[src/rtl/bram_master.sv]
// bram_master: initiator for a byte-lane synchronous block RAM.
// Turns valid/ready load/store/burst requests into lane strobes and returns extended read data.
module bram_master #(
  parameter int unsigned ADDR_WIDTH  = 15,
  parameter int unsigned BURST_WIDTH = 4
) (
  input  logic                   clk,
  input  logic                   reset,
  input  logic                   req_valid,
  output logic                   req_ready,
  input  logic [ADDR_WIDTH-1:0]  req_addr,
  input  logic                   req_we,
  input  logic [1:0]             req_size,
  input  logic                   req_unsigned,
  input  logic [31:0]            req_wdata,
  input  logic [BURST_WIDTH-1:0] req_len,
  output logic                   rsp_valid,
  input  logic                   rsp_ready,
  output logic [31:0]            rsp_data,
  output logic                   rsp_err,
  output logic                   rsp_last,
  output logic [ADDR_WIDTH-3:0]  mem_addr,
  output logic [3:0]             mem_cs_n,
  output logic [3:0]             mem_we_n,
  output logic [31:0]            mem_wdata,
  input  logic [31:0]            mem_rdata
);

  localparam logic [1:0] SZ_BYTE = 2'b00;
  localparam logic [1:0] SZ_HALF = 2'b01;
  localparam logic [1:0] SZ_WORD = 2'b10;

  typedef enum logic [1:0] {
    IDLE = 2'd0,
    BUSY = 2'd1,
    ERR  = 2'd2
  } state_e;

  state_e                 state_q, state_d;
  logic [ADDR_WIDTH-1:0]  addr_q, addr_d;
  logic [BURST_WIDTH-1:0] beats_left_q, beats_left_d;
  logic [1:0]             off_q, off_d;
  logic [1:0]             size_q, size_d;
  logic                   uns_q, uns_d;
  logic                   rd_pend_q, rd_pend_d;
  logic                   rsp_valid_q, rsp_valid_d;
  logic                   rsp_err_q, rsp_err_d;
  logic                   rsp_last_q, rsp_last_d;

  logic        rsp_free;
  logic        accept;
  logic        issue_busy;
  logic        req_err;
  logic        req_burst;
  logic [3:0]  req_lanes;
  logic [31:0] wdata_rep;
  logic [31:0] rdata_shift;
  logic [31:0] rdata_ext;

  // Lane decode, alignment check and store-data replication for the incoming request.
  always_comb begin
    req_err   = 1'b0;
    req_lanes = 4'h0;
    wdata_rep = req_wdata;
    case (req_size)
      SZ_BYTE: begin
        req_lanes = 4'b0001 << req_addr[1:0];
        wdata_rep = {4{req_wdata[7:0]}};
      end
      SZ_HALF: begin
        req_lanes = req_addr[1] ? 4'b1100 : 4'b0011;
        req_err   = req_addr[0];
        wdata_rep = {2{req_wdata[15:0]}};
      end
      SZ_WORD: begin
        req_lanes = 4'hF;
        req_err   = (req_addr[1:0] != 2'b00);
      end
      default: req_err = 1'b1;
    endcase
  end

  assign req_burst  = !req_we && (req_size == SZ_WORD) && (req_len != '0);
  assign rsp_free   = !rsp_valid_q || rsp_ready;
  assign req_ready  = !reset && (state_q != BUSY) && rsp_free;
  assign accept     = req_valid && req_ready;
  assign issue_busy = !reset && (state_q == BUSY) && rsp_free;

  // Next-state, response bookkeeping and the combinational RAM strobes.
  always_comb begin
    state_d      = state_q;
    addr_d       = addr_q;
    beats_left_d = beats_left_q;
    off_d        = off_q;
    size_d       = size_q;
    uns_d        = uns_q;
    rd_pend_d    = rd_pend_q;
    rsp_valid_d  = rsp_valid_q;
    rsp_err_d    = rsp_err_q;
    rsp_last_d   = rsp_last_q;
    mem_addr     = req_addr[ADDR_WIDTH-1:2];
    mem_cs_n     = 4'hF;
    mem_we_n     = 4'hF;
    mem_wdata    = wdata_rep;

    if (rsp_valid_q && rsp_ready) begin
      rsp_valid_d = 1'b0;
      rsp_err_d   = 1'b0;
      rsp_last_d  = 1'b0;
      rd_pend_d   = 1'b0;
    end

    if (accept) begin
      if (req_err) begin
        rsp_valid_d  = 1'b1;
        rsp_err_d    = 1'b1;
        rsp_last_d   = 1'b1;
        rd_pend_d    = 1'b0;
        beats_left_d = '0;
        state_d      = ERR;
      end else begin
        mem_cs_n     = ~req_lanes;
        mem_we_n     = req_we ? ~req_lanes : 4'hF;
        rsp_valid_d  = 1'b1;
        rsp_err_d    = 1'b0;
        rsp_last_d   = !req_burst;
        rd_pend_d    = !req_we;
        off_d        = req_addr[1:0];
        size_d       = req_size;
        uns_d        = req_unsigned;
        addr_d       = req_addr + ADDR_WIDTH'(4);
        beats_left_d = req_burst ? req_len : '0;
        state_d      = req_burst ? BUSY : IDLE;
      end
    end else if (issue_busy) begin
      // Next burst beat: the RAM output register is free once the prior beat is consumed.
      mem_addr     = addr_q[ADDR_WIDTH-1:2];
      mem_cs_n     = 4'h0;
      rsp_valid_d  = 1'b1;
      rsp_err_d    = 1'b0;
      rsp_last_d   = (beats_left_q == BURST_WIDTH'(1));
      rd_pend_d    = 1'b1;
      addr_d       = addr_q + ADDR_WIDTH'(4);
      beats_left_d = beats_left_q - BURST_WIDTH'(1);
      if (beats_left_q == BURST_WIDTH'(1)) begin
        state_d = IDLE;
      end
    end else if ((state_q == ERR) && rsp_valid_q && rsp_ready) begin
      state_d = IDLE;
    end
  end

  always_ff @(posedge clk) begin
    if (reset) begin
      state_q      <= IDLE;
      addr_q       <= '0;
      beats_left_q <= '0;
      off_q        <= 2'b00;
      size_q       <= 2'b00;
      uns_q        <= 1'b0;
      rd_pend_q    <= 1'b0;
      rsp_valid_q  <= 1'b0;
      rsp_err_q    <= 1'b0;
      rsp_last_q   <= 1'b0;
    end else begin
      state_q      <= state_d;
      addr_q       <= addr_d;
      beats_left_q <= beats_left_d;
      off_q        <= off_d;
      size_q       <= size_d;
      uns_q        <= uns_d;
      rd_pend_q    <= rd_pend_d;
      rsp_valid_q  <= rsp_valid_d;
      rsp_err_q    <= rsp_err_d;
      rsp_last_q   <= rsp_last_d;
    end
  end

  // Read data comes straight from the RAM output register, which holds until the next read.
  always_comb begin
    rdata_shift = mem_rdata >> {off_q, 3'b000};
    case (size_q)
      SZ_BYTE: rdata_ext = uns_q ? {24'h0, rdata_shift[7:0]}
                                 : {{24{rdata_shift[7]}}, rdata_shift[7:0]};
      SZ_HALF: rdata_ext = uns_q ? {16'h0, rdata_shift[15:0]}
                                 : {{16{rdata_shift[15]}}, rdata_shift[15:0]};
      default: rdata_ext = mem_rdata;
    endcase
    rsp_data = (rd_pend_q && !reset) ? rdata_ext : 32'h0;
  end

  assign rsp_valid = rsp_valid_q && !reset;
  assign rsp_err   = rsp_err_q && !reset;
  assign rsp_last  = rsp_last_q && !reset;

endmodule
[config.mk]
export PLATFORM = sky130hd
export DESIGN_NAME = bram_master
export DESIGN_NICKNAME = d
export VERILOG_FILES = /design/src/rtl/bram_master.sv
export SDC_FILE = /design/constraint.sdc
export NUM_CORES = 1
export LEC_CHECK = 0
export ABC_AREA = 0
export CAP_MARGIN = 20
export CORE_ASPECT_RATIO = 1.1
export CORE_MARGIN = 4
export CORE_UTILIZATION = 40
export DETAILED_ROUTE_END_ITERATION = 10
export GPL_TIMING_DRIVEN = 0
export PLACE_DENSITY = 0.83
export SYNTH_ARGS = -nofsm -noshare
export SYNTH_HDL_FRONTEND = slang
export SYNTH_SLANG_ARGS = --single-unit
[constraint.sdc]
create_clock -name clk -period 4.4 [get_ports clk]
set_clock_uncertainty 0.15 [all_clocks]
set_input_delay 0.88 -clock clk [delete_from_list [all_inputs] [get_ports clk]]
set_output_delay 0.88 -clock clk [all_outputs]
set_load 0.05 [all_outputs]
==> flow_summary.json <==
{
  "start_util": 0.409,
  "dr.pass1.iters": 5,
  "fmax_ghz": 0.235,
  "netlist.area_leader.share": 0.174,
  "drc": 0,
  "slew_headroom": 0.350,
  "timing.rr.start": "state_q[1]",
  "dpl.hpwl_um": 10900,
  "cts_buffers": 3,
  "crit_slowest_cell": "clkdlybuf4s50_1",
  "cts_root_buf": "clkbuf_8",
  "clk_path_buf_depth": 2,
  "vias": 4476,
  "worstMarginPinSlew_ns": 0.969,
  "fin_crit_sh": 0.966,
  "dp.cells": 782,
  "diodes": 0,
  "die_area_sq_mm": 0.00954,
  "cts_max_level": 1,
  "syn_inst": 498,
  "drive_above_1_share": 0.0975,
  "avgSynthCellArea_sq_um": 6.46,
  "portBuffers": 176,
  "core_sq_mm": 0.00787,
  "fin_tns_setup_ns": 0,
  "grt_start_max_net_pins": 17,
  "synth_edf_count": 0,
  "ir_drop_mv": 0.134,
  "p_total_uw": 968,
  "cp_max_fo": 10,
  "ant_nets": 0,
  "grt_pass1_vias": 4254,
  "rows": 34,
  "path_cells": "clkdlybuf4s50_1 -> nor2b_4 -> nor3_1 -> clkbuf_2 -> clkbuf_2 -> nand2_1 -> nand2_1 -> clkdlybuf4s15_1",
  "yosys.area.top_type": "dfxtp_1",
  "power_density_mw_per_mm2": 187,
  "async_flop_share": 0,
  "pre_cts_slack_ns": -0.518,
  "die_h_um": 102,
  "slowest_delay_ns": 0.55,
  "place.gp.congestion": 0.994,
  "finalHoldViolations": 0,
  "finalCriticalPeriod_ns": 4.25,
  "synth_most_common_cell": "nand2_1",
  "final_max_slew_viol_count": 0,
  "die_x_um": 93.5,
  "finalSetupViolations": 0,
  "crit_start": "rsp_ready",
  "gr-usage-all-layers": 0.277,
  "crit-reg2reg-capture": "addr_q[14]",
  "multi_input_area_sq_mm": 0.00236,
  "nNetsFinal": 773,
  "grt_antenna_before_repair": 0,
  "drv_cap": 0,
  "cts_tree": "built",
  "totalWireLength_um": 13800,
  "synthTopCellsByArea": "dfxtp_1 17%, nand2_1 13%, a21oi_1 9.8%, mux2_2 7.0%, mux2i_1 5.6%",
  "syn-num-nets": 593,
  "critPathRequiredTime_ns": 3.37,
  "min_path_type": "register to register",
  "synthFlopType": "dfxtp_1",
  "synth.yosys.seq_area_share": 0.174,
  "p_leak_nw": 2.23,
  "setup_ws_ns": 0.148,
  "worstPathArrival_ns": 3.22,
  "clock_latency_ns": 0.28,
  "ys_warn_count": 0,
  "seq_area_sq_um": 561,
  "wl_per_cell_um": 17.6,
  "synth_commonest_cells": "108 x nand2_1, 63 x a21oi_1, 35 x o21ai_0",
  "critPathLaunchType": "input port",
  "rsz0062_at_grt": "false",
  "final_cells": 785,
  "num-fill-cells": 709,
  "pin_count": 180,
  "grt_pass1_wl_um": 21700,
  "clk_pin_slew_ns": 0.11,
  "viasPerCell": 5.70,
  "outcome": "completed",
  "critPathKind": "input port to output port",
  "cts_hold_buf": 0,
  "setup.worst_path.end": "mem_addr[7]",
  "rr_worst_depth": 13,
  "reg2reg_slack_ns": 1.08,
  "syn_to_final_growth_pct": 61.3,
  "end_kind": "output port",
  "drt_iter0_markers": 348,
  "grt_overflow": 0,
  "fin_util": 0.659,
  "cts.sinks": 28,
  "syn_area_sq_mm": 0.00322,
  "synth-seq-cells": 28,
  "yosysUniqueCellTypes": 54
}
## how the worst min path moves through the flow
stage	from	endpoint	slack, ns	cells after the start
global placement	rsp_last_q	rsp_last_q	0.30	2
global route	rsp_last_q	rsp_last_q	0.34	2
CTS	rsp_last_q	rsp_last_q	0.32	2
finish	rsp_last_q	rsp_last_q	0.33	2
detailed placement	rsp_last_q	rsp_last_q	0.30	2
floorplan	rsp_last_q	rsp_last_q	0.28	2
## state kept, by name, indices dropped and copies added, names as in the netlist, 2 cells and up
name,count
state_q,2
beats_left_q,4
off_q,2
size_q,2
addr_q,13
## layer usage
layer  GRT usage  vias to the layer above  part of all wire
li1            -                     2125                 -
met1       0.336                     2059              0.39
met2       0.512                      256              0.50
met3      0.0324                       36             0.088
met4      0.0778                        0             0.025
met5           0                        -                 0
## placed cells by master (no fill, tap or decap), types with 4 or more instances in the layout
master	instances
clkdlybuf4s50_1	136
nand2_1	108
a21oi_1	63
o21ai_0	35
nor2_1	33
dfxtp_1	28
inv_1	22
dlygate4sd2_1	22
mux2_2	20
clkbuf_1	19
mux2i_1	18
a31oi_1	13
dlymetal6s2s_1	12
nand3_1	10
nor3_1	9
nand4_1	9
buf_4	9
clkbuf_2	8
buf_2	7
nor2b_1	7
a22oi_1	7
o221a_2	7
buf_1	5
nand2b_1	4
and2_1	4
and3_1	4
ha_1	4
## cell families (layout without fill, tap and decap cells)
family,Yosys count,after routing,synth area share
xor+xnor,2,2,0.00545
buf+inv,69,248,0.0968
mux,38,38,0.126
fa+ha+maj,4,4,0.0156
flops,28,28,0.174
simple gates,212,212,0.312
compound gates,145,145,0.270
## critical path: cells and delay by family
| family | cells | cell delay, ns |
|---|---|---|
| buf+inv | 4 | 1.71 |
| simple gates | 4 | 0.61 |
## per-stage QoR
stage / instance area, sq um / hold WS [ns]
2_1_floorplan: 3220 / 0.282
3_3_place_gp: 5110 / 0.298
3_5_place_dp: 5110 / 0.304
4_1_cts: 5160 / 0.322
5_1_grt: 5190 / 0.343
6_report: 5190 / 0.326
## report_power, final
group,internal [mW],leakage (nW),switching [mW]
combinational,0.192,1.96,0.282
clock,0.122,0.0357,0.0926
sequential,0.266,0.228,0.0130
## final cells by class
cell class | count | share of cell area
Multi-Input combinational cell | 401 | 0.455
Clock inverter | 1 | 0.00579
Sequential cell | 28 | 0.108
Clock buffer | 3 | 0.00796
Buffer | 45 | 0.0439
Inverter | 22 | 0.0159
Tap cell | 108 | 0.0260
Timing Repair Buffer | 177 | 0.338
## what timing repair did
action	4_1_cts	5_1_grt
buffers inserted	1	0
gates resized for setup	32	28
pin swaps	1	0
setup endpoints to repair	32	31
(Power assumes the default switching activity.)
